[src/rtl/lane_merge_pkg.sv]
// Shared types and constants for the lane merge FIFO block.
// Provides the merger FSM state encoding and the lane-index width helper.
// Optional per-lane statistics are enabled with the LANE_MERGE_STATS_EN macro.
package lane_merge_pkg;

   typedef enum logic [1:0] {
      LM_IDLE   = 2'd0,
      LM_ACTIVE = 2'd1,
      LM_FLUSH  = 2'd2
   } lm_state_t;

   localparam int LM_DEFAULT_WIDTH = 16;
   localparam int LM_DEFAULT_DEPTH = 8;

   // Width of a lane index; a single lane still gets a 1-bit tag.
   function automatic int lane_w(input int n);
      return (n <= 2) ? 1 : $clog2(n);
   endfunction

endpackage

[src/rtl/lane_fifo.sv]
// Single-lane synchronous FIFO, count-based, power-of-two depth.
// Latency: a written word is readable the cycle after the write (no bypass).
// Backpressure: full/empty come straight from the registered count.
module lane_fifo #(
   parameter int WIDTH = 16,
   parameter int DEPTH = 8
) (
   input  logic             clk,
   input  logic             rst,
   input  logic             clr,
   input  logic             wr_en,
   input  logic [WIDTH-1:0] wr_data,
   input  logic             rd_en,
   output logic [WIDTH-1:0] rd_data,
   output logic             full,
   output logic             empty
);

   localparam int AW = $clog2(DEPTH);

   logic [WIDTH-1:0] mem [DEPTH];
   logic [AW-1:0]    wr_ptr;
   logic [AW-1:0]    rd_ptr;
   logic [AW:0]      count;
   logic             do_wr;
   logic             do_rd;

   // A write while full is allowed only when a pop frees the slot in the same cycle.
   assign do_wr = wr_en && (!full || rd_en);
   assign do_rd = rd_en && !empty;

   assign full    = (count == (AW+1)'(DEPTH));
   assign empty   = (count == '0);
   assign rd_data = mem[rd_ptr];

   // Pointers and occupancy; clr wipes the queue regardless of any request.
   always_ff @(posedge clk or posedge rst) begin
      if (rst) begin
         wr_ptr <= '0;
         rd_ptr <= '0;
         count  <= '0;
      end else if (clr) begin
         wr_ptr <= '0;
         rd_ptr <= '0;
         count  <= '0;
      end else begin
         if (do_wr) wr_ptr <= wr_ptr + AW'(1);
         if (do_rd) rd_ptr <= rd_ptr + AW'(1);
         case ({do_wr, do_rd})
            2'b10:   count <= count + (AW+1)'(1);
            2'b01:   count <= count - (AW+1)'(1);
            default: count <= count;
         endcase
      end
   end

   // Storage array; contents need no reset since the pointers gate visibility.
   always_ff @(posedge clk) begin
      if (do_wr && !clr) mem[wr_ptr] <= wr_data;
   end

endmodule

[src/rtl/lane_merge_fifo.sv]
// Per-lane FIFO buffering with round-robin merge into one registered, lane-tagged stream.
// Latency: word accepted at edge N appears on out_* after edge N+1 when it wins arbitration.
// Backpressure: in_ready = lane not full and not flushing; out_valid && !out_ready holds output.
// Optional per-lane accepted-write counters when LANE_MERGE_STATS_EN is defined.
module lane_merge_fifo
   import lane_merge_pkg::*;
#(
   parameter  int NUM_LANES = 2,
   parameter  int WIDTH     = LM_DEFAULT_WIDTH,
   parameter  int DEPTH     = LM_DEFAULT_DEPTH,
   localparam int LANE_W    = lane_w(NUM_LANES)
) (
   input  logic                            clk,
   input  logic                            rst,
   input  logic                            flush,
   input  logic [NUM_LANES-1:0]            in_valid,
   output logic [NUM_LANES-1:0]            in_ready,
   input  logic [NUM_LANES-1:0][WIDTH-1:0] in_data,
   output logic                            out_valid,
   input  logic                            out_ready,
   output logic [WIDTH-1:0]                out_data,
   output logic [LANE_W-1:0]               out_lane,
   output logic                            busy
`ifdef LANE_MERGE_STATS_EN
   ,
   output logic [NUM_LANES-1:0][15:0]      stat_count
`endif
);

   lm_state_t state;
   lm_state_t state_nxt;

   logic [NUM_LANES-1:0]            fifo_full;
   logic [NUM_LANES-1:0]            fifo_empty;
   logic [NUM_LANES-1:0][WIDTH-1:0] fifo_rd;
   logic [NUM_LANES-1:0]            wr_en;
   logic [NUM_LANES-1:0]            rd_en;
   logic [LANE_W-1:0]               rr;
   logic [LANE_W-1:0]               sel;
   logic                            found;
   logic                            load;

   // Flush wins over writes: a word presented in the flush cycle is dropped.
   assign wr_en = in_valid & in_ready & {NUM_LANES{!flush}};
   assign load  = !flush && found && (!out_valid || out_ready);

   genvar l;
   generate
      for (l = 0; l < NUM_LANES; l++) begin : gen_lane
         assign rd_en[l] = load && (sel == LANE_W'(l));

         lane_fifo #(
            .WIDTH (WIDTH),
            .DEPTH (DEPTH)
         ) u_fifo (
            .clk     (clk),
            .rst     (rst),
            .clr     (flush),
            .wr_en   (wr_en[l]),
            .wr_data (in_data[l]),
            .rd_en   (rd_en[l]),
            .rd_data (fifo_rd[l]),
            .full    (fifo_full[l]),
            .empty   (fifo_empty[l])
         );
      end
   endgenerate

   // Round-robin pick: first non-empty lane starting just after the last one served.
   always_comb begin
      sel   = '0;
      found = 1'b0;
      for (int off = 1; off <= NUM_LANES; off++) begin
         if (!found && !fifo_empty[(int'(rr) + off) % NUM_LANES]) begin
            found = 1'b1;
            sel   = LANE_W'((int'(rr) + off) % NUM_LANES);
         end
      end
   end

   // Arbitration pointer; reset/flush park it on the last lane so lane 0 goes first.
   always_ff @(posedge clk or posedge rst) begin
      if (rst)        rr <= LANE_W'(NUM_LANES - 1);
      else if (flush) rr <= LANE_W'(NUM_LANES - 1);
      else if (load)  rr <= sel;
   end

   // Output register: load the winner when free, drop valid when nothing is buffered.
   always_ff @(posedge clk or posedge rst) begin
      if (rst) begin
         out_valid <= 1'b0;
         out_data  <= '0;
         out_lane  <= '0;
      end else if (flush) begin
         out_valid <= 1'b0;
      end else if (!out_valid || out_ready) begin
         if (found) begin
            out_valid <= 1'b1;
            out_data  <= fifo_rd[sel];
            out_lane  <= sel;
         end else begin
            out_valid <= 1'b0;
         end
      end
   end

   // FSM state register.
   always_ff @(posedge clk or posedge rst) begin
      if (rst) state <= LM_IDLE;
      else     state <= state_nxt;
   end

   // FSM next state: go idle once the last buffered word has left the output register.
   always_comb begin
      state_nxt = state;
      if (flush) begin
         state_nxt = LM_FLUSH;
      end else begin
         case (state)
            LM_IDLE:   if (|wr_en) state_nxt = LM_ACTIVE;
            LM_ACTIVE: if (!found && (!out_valid || out_ready) && !(|wr_en))
                          state_nxt = LM_IDLE;
            LM_FLUSH:  state_nxt = LM_IDLE;
            default:   state_nxt = LM_IDLE;
         endcase
      end
   end

   // FSM outputs: ready and busy derive only from registered state and counts.
   always_comb begin
      in_ready = ~fifo_full & {NUM_LANES{state != LM_FLUSH}};
      busy     = !(&fifo_empty) || out_valid;
   end

`ifdef LANE_MERGE_STATS_EN
   // Saturating per-lane count of accepted writes, cleared by flush.
   always_ff @(posedge clk or posedge rst) begin
      if (rst) begin
         stat_count <= '0;
      end else if (flush) begin
         stat_count <= '0;
      end else begin
         for (int i = 0; i < NUM_LANES; i++) begin
            if (wr_en[i] && stat_count[i] != 16'hFFFF)
               stat_count[i] <= stat_count[i] + 16'd1;
         end
      end
   end
`endif

endmodule
[config.mk]
export PLATFORM = sky130hd
export DESIGN_NAME = lane_merge_fifo
export DESIGN_NICKNAME = d
export VERILOG_FILES = /design/src/rtl/lane_merge_pkg.sv /design/src/rtl/lane_fifo.sv /design/src/rtl/lane_merge_fifo.sv
export SDC_FILE = /design/constraint.sdc
export NUM_CORES = 1
export LEC_CHECK = 0
export ABC_AREA = 1
export CAP_MARGIN = 0
export CORE_UTILIZATION = 29
export CTS_BUF_LIST = sky130_fd_sc_hd__clkbuf_4 sky130_fd_sc_hd__clkbuf_8
export DETAILED_ROUTE_END_ITERATION = 6
export HOLD_SLACK_MARGIN = 0.03
export PLACE_DENSITY = 0.54
export SYNTH_ARGS = -nofsm -noshare
export SYNTH_HDL_FRONTEND = slang
export SYNTH_SLANG_ARGS = --single-unit
[constraint.sdc]
create_clock -name clk -period 2.1 [get_ports clk]
set_clock_uncertainty 0.15 [all_clocks]
set_input_delay 0.42 -clock clk [delete_from_list [all_inputs] [get_ports clk]]
set_output_delay 0.42 -clock clk [all_outputs]
set_load 0.03 [all_outputs]
# Word level (Yosys, flattened, before mapping)
# Memory sizes are Yosys's and may differ from the RTL's.
# Cells that the tools add are included.
[totals] wordCells=123 mem_bits_rw=256 rom_bits=0 output_inout_bits=21 memories=2 in_bits=38 latch_bits=0 register_bits=41
[op_classes] eq_ne=10 div=0 shifts=0 addsub=10 n_bitwise=8 order_cmp=3 multipliers=0 reduce_logical=42 mux=37
[mem_list] memory="gen_lane[0].u_fifo.mem" depth=8 word_bits=16 read_ports=1 rd_clocked_by_memory_dff=0 wr=1 line="lane_fifo.sv:21" rtl="logic [WIDTH-1:0] mem [DEPTH];"
[mem_list] memory="gen_lane[1].u_fifo.mem" depth=8 word_bits=16 read_ports=1 rd_clocked_by_memory_dff=0 wr=1 line="lane_fifo.sv:21"
[ops] cell="two-way mux 16 bit" count=2
[ops] cell="two-way mux 3 bit" count=8
[ops] cell="two-way mux 1 bit" count=19
[ops] cell="case mux 4 bit (2 select lines)" count=2
[ops] cell="logical AND 1 bit" count=13
[ops] cell="adder 3 x 1 -> 3 bit (second input constant)" count=4
[ops] cell="nonzero test 2 bit" count=6
[ops] cell="logical NOT 1 bit" count=10
[ops] cell="adder 4 x 1 -> 4 bit (second input constant)" count=2
[ops] cell="equality test 4 bit (second input constant)" count=2
[ops] cell="logical NOT 4 bit" count=2
[ops] cell="two-way mux 4 bit" count=2
[ops] cell="subtractor 4 x 1 -> 4 bit (second input constant)" count=2
[ops] cell="bitwise AND 2 bit" count=3
[ops] cell="equality test 2 x 1 -> 1 bit (second input constant)" count=3
[ops] cell="< comparator 2 x 3 -> 1 bit (second input constant)" count=2
[ops] cell="two-way mux 2 bit" count=3
[ops] cell="!= test 3 bit (second input constant)" count=2
[ops] cell="nonzero test 3 bit" count=2
[ops] cell="equality test 2 bit (second input constant)" count=2
[ops] cell="logical OR 1 bit" count=4
[ops] cell="case mux 2 bit (2 select lines)" count=1
[ops] cell="AND reduction 2 bit" count=2
[ops] cell="AND reduction 3 bit" count=1
[ops] cell="other kinds (8)" count=11

# Logic depth before layout (Yosys ltp)
# Gate-level depths: netlist (run 1).
[depth] depth_word=16 mapped_depth=15 depth_no_buf=15

# By module
# Synthesis (run 1) repeated with hierarchy kept, for this count alone.
[hier_totals] cells_unflattened=1087 hier_area_um2=12499.5
[modules_own_cells] mod="lane_fifo (gen_lane[0].u_fifo)" n_inst=1 seq_area_each_um2=4093.9 area_per_inst_um2=5675.4 cells_each=459
[modules_own_cells] mod="lane_fifo (gen_lane[1].u_fifo)" n_inst=1 seq_area_each_um2=4093.9 area_per_inst_um2=5665.4 cells_each=462
[modules_own_cells] mod="lane_merge_fifo" n_inst=1 seq_area_each_um2=526.8 area_per_inst_um2=1158.6 cells_each=166

# Worst setup path before layout (run 1)
# Ideal clock, no wire load.
[synth_path] kind="register -> register" start="register state[1]" end="memory gen_lane[0].u_fifo.mem[0][0], enable pin" n_path_buf=0 t_required_ps=1562 stages_incl_launch_ff=7 arrival_ps=1720 setup_slack_ps=-158 period_less_slack_ps=2258 setup_time_ps=388 path_cell_list="dfrtp_1 -> inv_1 -> or2_1 -> nand3_2 -> nor2_1 -> nand2_1 -> nor2_1"
[synth_between] elab_chain_len=8
[synth_lines] element="start: declaration" line="lane_merge_fifo.sv:30" rtl="lm_state_t state;"
[synth_lines] element="start signal: assignment" line="lane_merge_fifo.sv:110" rtl="else state <= state_nxt;"
[synth_lines] element="!= test 2 bit" line="lane_merge_fifo.sv:131" rtl="in_ready = ~fifo_full & {NUM_LANES{state != LM_FLUSH}};"
[synth_lines] element="bitwise AND 2 bit" line="lane_merge_fifo.sv:131"
[synth_lines] element="bitwise AND 2 bit (2 in a row)" line="lane_merge_fifo.sv:44" rtl="assign wr_en = in_valid & in_ready & {NUM_LANES{!flush}};"
[synth_lines] element="logical AND 1 bit" line="lane_fifo.sv:29" rtl="assign do_wr = wr_en && (!full || rd_en);"
[synth_lines] element="logical AND 1 bit" line="lane_fifo.sv:59" rtl="if (do_wr && !clr) mem[wr_ptr] <= wr_data;"
[synth_lines] element="two-way mux 1 bit" line="lane_fifo.sv:59"
[synth_lines] element="two-way mux 1 bit (not written as such)" line="lane_fifo.sv:59"
[synth_lines] element="end: declaration" line="lane_fifo.sv:21"
# Every way passes these cells.

# Final worst setup path (run 1)
[layout_path] start="register gen_lane[0].u_fifo.count[1]" end="output busy"
[layout_between] elab_chain_len=4
[layout_lines] element="start: declaration" line="lane_fifo.sv:24" rtl="logic [AW:0] count;"
[layout_lines] element="start signal: assignment" line="lane_fifo.sv:50" rtl="2'b10: count <= count + (AW+1)'(1);"
[layout_lines] element="start signal: assignment" line="lane_fifo.sv:51" rtl="2'b01: count <= count - (AW+1)'(1);"
[layout_lines] element="start signal: assignment" line="lane_fifo.sv:52" rtl="default: count <= count;"
[layout_lines] element="logical NOT 4 bit" line="lane_fifo.sv:33" rtl="assign empty = (count == '0);"
[layout_lines] element="AND reduction 2 bit" line="lane_merge_fifo.sv:132" rtl="busy = !(&fifo_empty) || out_valid;"
[layout_lines] element="logical NOT 1 bit" line="lane_merge_fifo.sv:132"
[layout_lines] element="logical OR 1 bit" line="lane_merge_fifo.sv:132"
[layout_lines] element="end: declaration" line="lane_merge_fifo.sv:23" rtl="output logic busy"
# Every way passes these cells.

==> reports/metrics.cfg, run 1 <==
[sta]
rsz0062_at_grt = true
fin_crit_ns = 2.14
whs_ns = 0.335
hold_viol = 0
tightest_slew_ns = 0.374
maxSlewHeadroom = 0.750
fmax_mhz = 467
timing.final.crit_share = 1.02
final_max_slew_viol_count = 0
finalSetupViolations = 1
layout_setup_ws_ns = -0.0408

[status]
violations = negative setup slack
status = finished, violations left

[floorplan]
fp.dieArea_sq_um = 42300
die_w_um = 206
start_util = 0.295
coreArea_sq_um = 40800
io_pins = 59
fp-row-count = 74
die_h_um = 206

[cts]
clock_latency_ns = 0.58
clockBufferDepth = 3
cts.clk_slew.worst_paths_ns = 0.06
htreeDepth = 2
numCtsBuffers = 51
clkSinkCount = 297
ctsRootBufferMaster = clkbuf_8
tritoncts = built

[pwr]
intPower_mw = 12.1
p_comb_frac = 0.304
p_sw_frac = 0.331
power_density_nw_per_um2 = 1190
switchingPower_mw = 5.98
clockPowerShare = 0.305
peakVddDrop_mv = 0.472
pwr-share-seq = 0.390
total_leakage_power_nw = 5.40

[setup_path]
reg2reg_from = gen_lane[1].u_fifo.count[1]$_DFFE_PP0P_
slowest_stage = dfrtp_1
startpoint = gen_lane[0].u_fifo.count[1]$_DFFE_PP0P_
worstSetupPathType = reg2out
cp.required_ns = 1.53
cp_num_buf_inv = 1
cp.depth = 5
cp_cell_sequence = nor2_4, nand2_4, nor2_4, nand2_2, buf_6
reg2regPathDepth = 13
endpoint = busy
slowest_delay_ns = 0.40
rr_endpoint = gen_lane[1].u_fifo.count[2]$_DFFE_PP0P_
cp.arrival_ns = 1.57
ff2ff_setup_slack_ns = 0.04
critPathMaxFanout = 3
cp-end-kind = output port
path_common_cell = nor2_4
path_delay_family = simple AND/OR/NAND/NOR gates
cp-start-kind = register

[finish]
multi_input_area_sq_um = 3060
layout-drive-gt1-share = 0.219
diodes = 0
final_common_cell = edfxtp_1
fill_cells = 3864
layout.nets = 1110
syn_to_final_growth_pct = 26.2
seq_area_sq_um = 8720
final_area_sq_um = 15200
final_cell_mix = edfxtp_1 (256), nor2_1 (143), o21ai_0 (137)

[logic_synthesis]
yosysSeqAreaShare = 0.724
yosys.area.top_type = edfxtp_1
synth_cells = 927
ys_ff_latch = 297
avgSynthCellArea_sq_um = 13.0
syn_area_sq_um = 12000
yosysTopAreaCellShare = 0.639
ys_types = 39
syn-num-nets = 973
yosysWarningCount = 0
synth.area.top_cells = edfxtp_1 (64%), dfrtp_1 (8.3%), o21ai_0 (5.7%)

[routing]
vias_per_cell = 4.72
wl_met1_um = 12700
detail_route.iter0.violations = 409
routed_wl_um = 29300
drc = 0
dr.max_layer_used = met5
drtAntennaViolNets = 0
post_drt_wl_per_cell_um = 17.8
wl_met3_um = 1310
met2WireLength_um = 14700
first_pass_iters = 4
dr_total_vias = 7744

[placement]
dp_slack_ns = -0.354
io_buffers = 58
dpl_cell_area_sq_um = 13800
dp_hpwl_um = 17700
place.gp.congestion = 0.804

[min_path]
hp-class = reg2reg
hold_depth = 2

[global_routing]
grt.total_usage = 0.139
grt_pass1_vias = 7619
antenna_found_initial = 1
overflow = 0
grt_max_degree = 67
grt_pass1_wl_um = 44700

[job]
maxCapViolCount = 0

metal layers:
metal  global-route usage  vias up
li1                     -     3724
met1                0.179     3813
met2                0.239      162
met3               0.0253       43
met4               0.0386        2
met5                    0        -
registers in the layout, summed over array words and instances (netlist names):
name	flops
gen_lane.u_fifo.count	8
gen_lane.u_fifo.mem	256
gen_lane.u_fifo.rd_ptr	6
gen_lane.u_fifo.wr_ptr	6
out_data	16
out_lane	1
out_valid	1
rr	1
state	2
final cells by class:
class	instances	share of cell area
flip-flops and latches	297	0.574
multi-input cells	537	0.202
repair buffers	137	0.0969
clock buffers	77	0.0616
well taps	532	0.0439
clock inverters	19	0.0115
inverters	40	0.0102
per-stage QoR:
step           TNS [ns]  utilization  power, mW  std cells
6_report        -0.0408        0.372       18.1       1639
5_1_grt          -0.365        0.372       19.0       1639
4_1_cts          -0.189        0.368       18.0       1632
3_5_place_dp     -63.94        0.339       12.5       1531
3_3_place_gp     -58.16        0.339       12.5       1531
2_1_floorplan    -19.42            -       10.5        927
Yosys cell counts, drive strengths merged:
| cell type | count |
|---|---|
| a31oi | 2 |
| o221ai | 33 |
| or2 | 1 |
| a311oi | 1 |
| nand2 | 77 |
| dfrtp | 40 |
| nand3 | 30 |
| inv | 39 |
| a21oi | 6 |
| o21bai | 2 |
| edfxtp | 256 |
| xor2 | 2 |
| clkbuf | 35 |
| ha | 8 |
| a32oi | 1 |
| and2 | 1 |
| xnor2 | 1 |
| dfstp | 1 |
| nor2 | 163 |
| clkinv | 1 |
| o211ai | 31 |
| o21a | 1 |
| buf | 18 |
| o22ai | 33 |
| o21ai | 140 |
| nand4 | 4 |
tightest hold or removal path: cells and delay by family (launching register included):
family	cells	cell delay, ns
flip-flops	1	0.35
AND/OR/NAND/NOR	2	0.10
cell families (layout without fill, tap and decap cells):
logic type               Yosys count  in the layout  synth area share
flip-flops                       297            297             0.724
AO/OA/AOI/OAI                    250            250             0.130
buffers and inverters             93            273            0.0334
AND/OR/NAND/NOR                  276            276             0.102
XOR/XNOR                           3              3           0.00218
adder cells (fa/ha/maj)            8              8           0.00832
how the worst min path moves through the flow:
stage | from | end | slack, ns
2_1_floorplan | state[1]$_DFFE_PP0P_ | state[0]$_DFFE_PP0P_ | 0.26
3_3_place_gp | state[1]$_DFFE_PP0P_ | state[0]$_DFFE_PP0P_ | 0.27
3_5_place_dp | state[1]$_DFFE_PP0P_ | state[0]$_DFFE_PP0P_ | 0.28
4_1_cts | state[1]$_DFFE_PP0P_ | state[0]$_DFFE_PP0P_ | 0.28
5_1_grt | flush | state[1]$_DFFE_PP0P_ | 0.36
6_report | out_lane$_DFFE_PP0P_ | out_lane$_DFFE_PP0P_ | 0.34
what timing repair did:
| action | in CTS | in global routing |
|---|---|---|
| hold buffers | 1 | 0 |
| pin swaps | 1 | 15 |
| hold endpoints to repair | 13 | 0 |
| setup buffers | 4 | 7 |
| endpoints found under the setup margin | 55 | 13 |
| resized for setup | 35 | 24 |
power by group through the flow:
| stage | clock network [mW] | logic (mW) | registers (mW) |
|---|---|---|---|
| CTS | 5.66 | 5.30 | 7.07 |
| global route | 5.91 | 6.04 | 7.08 |
| finish | 5.51 | 5.50 | 7.05 |
| global placement | 0 | 5.31 | 7.18 |
| detailed placement | 0 | 5.36 | 7.18 |
| floorplan | 0 | 3.08 | 7.40 |
(Power assumes the default switching activity.)
==> inputs of run 2 (changes only) <==
ABC_AREA = not set   (was 1)
CORE_UTILIZATION = 55   (was 29)
PLACE_DENSITY = 0.85   (was 0.54)
==> reports/metrics.cfg, run 2 <==
[routing]
detail_route.iter0.violations = 587  ; +44%
drtAntennaViolNets = 0  ; unchanged
first_pass_iters = 5  ; +1
routed_wl_um = 27200  ; -6.9%
vias_per_cell = 6.03  ; +28%
dr_total_vias = 6592  ; -15%
post_drt_wl_per_cell_um = 24.9  ; +40%
drc = 0  ; unchanged

[cts]
tritoncts = built
clock_latency_ns = 0.56  ; -0.02 ns
cts.clk_slew.worst_paths_ns = 0.06  ; about the same
clkSinkCount = 297  ; unchanged
ctsRootBufferMaster = clkbuf_8
holdBufCountCts = 0  ; -1
htreeDepth = 2  ; unchanged
numCtsBuffers = 46  ; -9.8%
clockBufferDepth = 3  ; unchanged

[sta]
layout_setup_ws_ns = -0.803  ; -0.762 ns
fmax_mhz = 344  ; -26%
tns_ns = -54.10  ; -54.06 ns
fin_crit_ns = 2.90  ; +0.762 ns
rsz0062_at_grt = true
tightest_slew_ns = 0.977  ; +0.603 ns
maxSlewHeadroom = 0.347  ; -0.403
finalSetupViolations = 234  ; +233
hold_viol = 0  ; unchanged
final_max_slew_viol_count = 0  ; unchanged
timing.final.crit_share = 1.38  ; +0.363

[setup_path]
cp.required_ns = 2.36  ; +0.83 ns
reg2regPathDepth = 10  ; -3
ff2ff_setup_slack_ns = -0.80  ; -0.84 ns
worstSetupPathType = reg2reg
cp-start-kind = register
cp.arrival_ns = 3.16  ; +1.59 ns
critPathMaxFanout = 4  ; +1
cp-end-kind = register

[global_routing]
grt.total_usage = 0.251  ; +0.112
overflow = 0  ; unchanged
grt_pass1_wl_um = 39900  ; -11%
grt_pass1_vias = 7002  ; -8.1%
grt_max_degree = 35  ; -48%
antenna_found_initial = 1  ; unchanged

[logic_synthesis]
yosysMostFrequentCell = edfxtp_1
synth_commonest_cells = edfxtp_1 (256), mux4_2 (64), nor2_1 (46)
synth.area.top_cells = edfxtp_1 (65%), mux4_2 (12%), dfrtp_1 (8.5%)
yosysSeqAreaShare = 0.737  ; +0.0124
synth_cells = 612  ; -34%
syn_area_sq_um = 11800  ; -1.7%
syn-num-nets = 658  ; -32%
synth-main-ff-cell = edfxtp_1
ys_async_sr_fraction = 0.138  ; unchanged
synth_edf_count = 256  ; unchanged
yosysWarningCount = 0  ; unchanged
ys_types = 51  ; +31%
avgSynthCellArea_sq_um = 19.3  ; +49%
ys_ff_latch = 297  ; unchanged
yosysTopAreaCellShare = 0.650  ; +0.0110
yosys.area.top_type = edfxtp_1

[placement]
dp_hpwl_um = 15400  ; -13%
place.gp.congestion = 0.871  ; +8.4%
io_buffers = 58  ; unchanged

[finish]
layout.nets = 827  ; -25%
largest_reg_flops = 256  ; unchanged
layout-drive-gt1-share = 0.388  ; +0.169
fin_util = 0.718  ; +0.346
syn_to_final_growth_pct = 27.7
final_common_cell = edfxtp_1
largest_register = gen_lane.u_fifo.mem
final_cell_mix = edfxtp_1 (256), mux4_2 (64), buf_4 (53)
top_regs = gen_lane.u_fifo.mem x256, out_data x16, gen_lane.u_fifo.count x8

[job]
maxCapViolCount = 0  ; unchanged

[pwr]
pwr-share-seq = 0.412  ; +0.022
total_leakage_power_nw = 5.12  ; -5.2%
intPower_mw = 12.0  ; -0.43%
peakVddDrop_mv = 0.705  ; +50%
power_density_nw_per_um2 = 1140  ; -4.0%
clockPowerShare = 0.267  ; -0.038
switchingPower_mw = 5.21  ; -13%
p_sw_frac = 0.302  ; -0.0286
p_comb_frac = 0.320  ; +0.016

[floorplan]
io_pins = 59  ; unchanged
die_h_um = 149  ; -28%
fp-row-count = 53  ; -28%
die_w_um = 149  ; -28%
coreArea_sq_um = 21000  ; -49%
fp.dieArea_sq_um = 22100  ; -48%
start_util = 0.563  ; +0.268

[status]
violations = negative setup slack
status = finished, violations left

[min_path]
hp-class = in2async

[run 2: cell types whose count changed after synthesis, sizes merged, moves of 15 or more]
cell,change
mux4,+64
inv,-34
nand3,-28
o221ai,-33
nand2,-56
o22ai,-32
nor2,-117
a221o,+15
mux2,+17
mux2i,+20
o211ai,-30
o21ai,-133
[run 2: power by group through the flow]
stage	Combinational, mW	Sequential, mW	Clock, mW
after floorplan	2.59	7.46	0
after global placement	4.42	7.17	0
after detailed placement	4.59	7.20	0
after CTS	5.19	7.08	4.66
after global routing	5.83	7.13	4.92
final	5.53	7.11	4.61
[run 2: repair_timing]
action | CTS | global route
resized for setup | 90 | 17
pin swaps | 20 | 14
setup endpoints to repair | 244 | 247
cloned | 3 | 0
buffers inserted | 25 | 8
[run 2: per-stage QoR]
step | worst slack (ns) | std cells | total power [mW] | instance area (sq um) | hold WS [ns]
after floorplan | -0.876 | 612 | 10.0 | 12100 | 0.268
final | -0.803 | 1093 | 17.2 | 15100 | 0.0695
after detailed placement | -0.771 | 977 | 11.8 | 13600 | 0.321
after CTS | -0.612 | 1086 | 16.9 | 15000 | 0.0476
after global routing | -0.825 | 1093 | 17.9 | 15100 | 0.0774
after global placement | -0.651 | 977 | 11.6 | 13600 | 0.322
[run 2: cell families after synthesis]
family | share of synthesized area
AND/OR/NAND/NOR | 0.0459
adder cells (fa/ha/maj) | 0.00931
buffers and inverters | 0.0131
AO/OA/AOI/OAI | 0.0317
multiplexers | 0.155
flip-flops | 0.737
XOR/XNOR | 0.00804
[run 2: final timing paths]
| path | from | to |
|---|---|---|
| setup / recovery | gen_lane[0].u_fifo.count[2]$_DFFE_PP0P_ | gen_lane[1].u_fifo.count[3]$_DFFE_PP0P_ |
| hold / removal | rst | gen_lane[1].u_fifo.rd_ptr[1]$_DFFE_PP0P_ |
| setup reg to reg | gen_lane[0].u_fifo.count[2]$_DFFE_PP0P_ | gen_lane[1].u_fifo.count[3]$_DFFE_PP0P_ |
| hold reg to reg | out_lane$_DFFE_PP0P_ | out_lane$_DFFE_PP0P_ |
| max in group asynchronous | rst | gen_lane[0].u_fifo.count[2]$_DFFE_PP0P_ |
| min in group clk | out_lane$_DFFE_PP0P_ | out_lane$_DFFE_PP0P_ |
[run 2: layout make-up]
class | count | area, sq um
sequential | 297 | 8720
fill | 1156 | 5920
multi-input combinational | 275 | 3400
timing repair buffer | 156 | 1720
clock buffer | 66 | 802
tap | 275 | 344
clock inverter | 18 | 85.1
inverter | 5 | 18.8
antenna | 1 | 2.50
[run 2: critical path, cell delays in order (launching register included)]
cell and delay (ns):
dfrtp_2 0.41, or4_4 0.56, a2111o_1 0.44, nor2_4 0.16, buf_4 0.14, buf_6 0.09, ha_4 0.22, a31oi_4 0.20
nor3_4 0.07, o21ai_2 0.18, o311ai_1 0.14
[run 2: per-layer routing]
metal,vias up,GRT usage,part of all wire,routed length [um]
met3,87,0.0469,0.069,1870
li1,2840,-,-,-
met4,0,0.114,0.040,1100
met2,315,0.426,0.52,14000
met5,-,0,0,0
met1,3350,0.317,0.38,10200
==> edit 1 (config.mk and constraints of run 1) <==
`LM_DEFAULT_WIDTH`: 16 -> 12.
--- a/src/rtl/lane_merge_pkg.sv
+++ b/src/rtl/lane_merge_pkg.sv
@@ -9,7 +9,7 @@
       LM_FLUSH  = 2'd2
    } lm_state_t;
 
-   localparam int LM_DEFAULT_WIDTH = 16;
+   localparam int LM_DEFAULT_WIDTH = 12;
    localparam int LM_DEFAULT_DEPTH = 8;
 
    // Width of a lane index; a single lane still gets a 1-bit tag.
Interface: changed (resized in_data and out_data); port bits go from 59 to 47. No check against the original RTL was run, so the function may have changed too.
==> edit 1 against run 1 <==
The run still ends with setup timing left; global-route usage down 0.13 points; non-clock buffer count is 12 lower; sequential share of layout area is 0.95 points lower; sequential cell count fell by 68; count of clock-buffer cells in the layout shrank 22; routed wire length down 22%; final area is 22% lower; area after synthesis fell by 22%; first-iteration DRC count shrank 9.0%; worst setup slack improved by 41 ps; sequential power decreased by 23%; highest routed layer is now met4; power down 26%.
==> edit 1: results (changes against run 1) <==
- PnR worst setup slack: -0.105 ps (was -40.8 ps)
- Endpoints failing setup: 1 (unchanged)
- Overall Global Routing Usage: 13.8% (was 13.9%)
- Slew @ Worst Pin: 402 ps (was 374 ps)
- Synth Area in XOR/XNOR: 0.280% (was 0.218%)
- Critical path data arrival time: 1530 ps (was 1570 ps)
- Placed insts: 1229 (was 1531)
- Syn Inst Count: 750 (was 927)
- Post-synth EDFFs: 192 (was 256)
- Post-synth ARST share: 16.2% (was 13.8%)
- Adder-cell share of the synthesized area: 1.07% (was 0.832%)
- NumNets Final: 916 (was 1110)
- Largest net degree at the start of global routing: 51 (was 67)
- Reg-to-Reg Start: gen_lane[1].u_fifo.count[3] (was gen_lane[1].u_fifo.count[1])
- Int Power: 8.88 mW (was 12.1 mW)
- Worst vdd ir: 0.000391 V (was 0.000472 V)
- First-pass GRT wire length: 35100 µm (was 44700 µm)
- DRT Pass-1 Iters: 5 (was 4)
- Met3 GRT Util: 2.93% (was 2.53%)
- Leak: 4.32 nW (was 5.40 nW)
- Wire length on met2: 10700 µm (was 14700 µm)
- Met1 GRT Util: 18.6% (was 17.9%)
- Post-synthesis cell type count: 36 (was 39)
- Critical path class: reg2out (unchanged)
- Die W: 182 µm (was 206 µm)
- WL met1: 10500 µm (was 12700 µm)
- Worst-Skew Late Latency: 530 ps (was 580 ps)
- DRC marker count from the first detailed-route iteration: 372 (was 409)
- Sequential area share after synthesis: 71.3% (was 72.4%)
- Post-synth top cells: 192 x edfxtp_1, 120 x nor2_1, 111 x o21ai_0 (was 256 x edfxtp_1, 152 x nor2_1, 137 x o21ai_0)
- Root Buffer: clkbuf_8 (unchanged)
- Top cells by area, synth: edfxtp_1 61%, dfrtp_1 9.6%, o21ai_0 5.9% (was edfxtp_1 64%, dfrtp_1 8.3%, o21ai_0 5.7%)
- Min Hold Slack: 80.8 ps (was 335 ps)
- RD Place Congestion: 0.766 (was 0.804)
- Vias/cell: 4.79 (was 4.72)
- Mapped Nets: 788 (was 973)
- Top Layer Used: met4 (was met5)
- CP endpoint: busy (unchanged)
- Proportion of layout cells with a drive suffix above 1: 21.0% (was 21.9%)
- Global routing met2 resource utilization: 22.3% (was 23.9%)
- Failing checks: setup timing (unchanged)
- Initial antenna violation count: 1 (unchanged)
- FF-to-FF End: gen_lane[0].u_fifo.count[3] (was gen_lane[1].u_fifo.count[2])
- Number of global-route vias before repair: 6099 (was 7619)
- CTS Buf Count: 39 (was 51)
- Post-DP Area: 10900 µm² (was 13800 µm²)
- Fillers: 3067 (was 3864)
- Post-DP HPWL: 14000 µm (was 17700 µm)
- TNS Setup: -0.105 ps (was -40.8 ps)
- Met3 WL: 1140 µm (was 1310 µm)
- Complex-gate fraction of the synthesized area: 12.4% (was 13.0%)
- Routed WL per cell: 17.4 µm (was 17.8 µm)
- CP delay by family, top: simple AND/OR/NAND/NOR gates (unchanged)
- Final Non-Filler Cells: 1307 (was 1639)
- Status: finished, violations left (unchanged)
edit 1: changes by cell type after synthesis, moves of 8 or more:
cell	run 1	this run
o211ai_2	8	0
buf_2	14	6
o22ai_1	33	20
edfxtp_1	256	192
o21ai_0	137	111
nor2_1	152	120
edit 1: power by group through the flow:
stage	clock network, mW	registers [mW]	logic [mW]
detailed placement	0	5.52	3.91
global placement	0	5.52	3.88
finish	3.87	5.44	3.97
global route	4.17	5.47	4.38
CTS	3.97	5.44	3.86
floorplan	0	5.72	2.15
edit 1: what timing repair did:
item,4_1_cts,5_1_grt
pin swaps,3,17
endpoints found under the setup margin,31,92
gates resized for setup,28,31
hold buffers,0,0
setup buffers,1,8
cloned,0,1
edit 1: cell type report:
type                       instances  area (µm²)  share of cell area [%]
tap                              402         503                    4.25
clock inverter                    13        88.8                   0.750
inverter                          41         159                    1.34
multi-input combinational        442        2490                    21.1
clock buffer                      55         663                    5.60
timing repair buffer             125        1250                    10.5
sequential                       229        6690                    56.5
==> edit 2 (config.mk and constraints of run 1) <==
Without the edit above. One comparison of `count` changes from == to >=.
--- a/src/rtl/lane_fifo.sv
+++ b/src/rtl/lane_fifo.sv
@@ -29,7 +29,7 @@
    assign do_wr = wr_en && (!full || rd_en);
    assign do_rd = rd_en && !empty;
 
-   assign full    = (count == (AW+1)'(DEPTH));
+   assign full    = (count >= (AW+1)'(DEPTH));
    assign empty   = (count == '0);
    assign rd_data = mem[rd_ptr];
 
Check against the original RTL: same outputs for any inputs over 4 cycles, from zero or initial values and one cycle with rst high; that may be too few to reach the edited logic, so the function may still have changed.
==> edit 2 against run 1 <==
Worst setup slack better by 60 ps; final area is 2.6% lower; area after synthesis shrank 1.4%; clock power is 11% lower; sequential cell count unchanged; critical path depth unchanged; sequential share of layout area increased by 1.5 points; power shrank 5.2%; sequential power hardly changed; first-iteration DRC count grew 34%; routed wire length decreased by 0.88%; global-route usage up 0.26 points.
==> edit 2: results (changes against run 1) <==
- Critical path data arrival time: 1510 ps (was 1570 ps)
- Status: completed (was finished, violations left)
- FF-to-FF End: gen_lane[0].u_fifo.count[3] (was gen_lane[1].u_fifo.count[2])
- Setup bufs post-CTS: 1 (was 4)
- Post-DP Area: 13800 µm² (about the same)
- Slew headroom: 67.5% (was 75.0%)
- Worst reg2reg setup slack: 60 ps (was 40 ps)
- Sequential area share after synthesis: 73.5% (was 72.4%)
- Met3 WL: 1120 µm (was 1310 µm)
- Power share of the clock group: 28.8% (was 30.5%)
- Seq/total area: 59.0% (was 57.4%)
- Largest net degree at the start of global routing: 51 (was 67)
- Worst-path fanout max: 2 (was 3)
- Combinational share of power: 30.0% (was 30.4%)
- Top Layer Used: met4 (was met5)
- Proportion of layout cells with a drive suffix above 1: 19.4% (was 21.9%)
- Met3 GRT Util: 2.15% (was 2.53%)
- Fillers: 3879 (was 3864)
- Top cells by area, synth: edfxtp_1 65%, dfrtp_1 8.4%, o21ai_0 6.0% (was edfxtp_1 64%, dfrtp_1 8.3%, o21ai_0 5.7%)
- Multi-input gate count: 531 (was 537)
- Area of the multi-input gates: 2830 µm² (was 3060 µm²)
- PostCTS Resize Cnt: 33 (was 35)
- Leak: 5.24 nW (was 5.40 nW)
- RD Place Congestion: 0.790 (was 0.804)
- Vias/cell: 4.78 (was 4.72)
- Worst vdd ir: 0.000452 V (was 0.000472 V)
- WL met1: 12900 µm (was 12700 µm)
- Layout area overhead: 24.7% (was 26.2%)
- Mapped Nets: 965 (was 973)
edit 2: cell types whose count changed in the layout (fill, tap and decap cells not counted), sizes merged, moves of 4 or more:
cell / delta
o22ai: -10
o211ai: -8
nand3: +9
clkinv: -5
o21ai: +4
nor2: -7
o221ai: +8
edit 2: worst min-delay path by stage:
stage,start,endpoint,depth (start not counted)
2_1_floorplan,state[1],state[0],1
3_3_place_gp,state[1],state[0],1
3_5_place_dp,state[1],state[0],1
4_1_cts,rst,out_valid,3
5_1_grt,rst,out_valid,3
6_report,rst,out_valid,3
edit 2: cell families (layout without fill, tap and decap cells):
kind of cell	Yosys count	after routing	share of synthesized area [%]
flip-flops	297	297	73.5
AND/OR/NAND/NOR	281	281	10.1
AO/OA/AOI/OAI	239	239	12.2
buffers and inverters	91	264	3.18
adder cells (fa/ha/maj)	8	8	0.844
XOR/XNOR	3	3	0.222
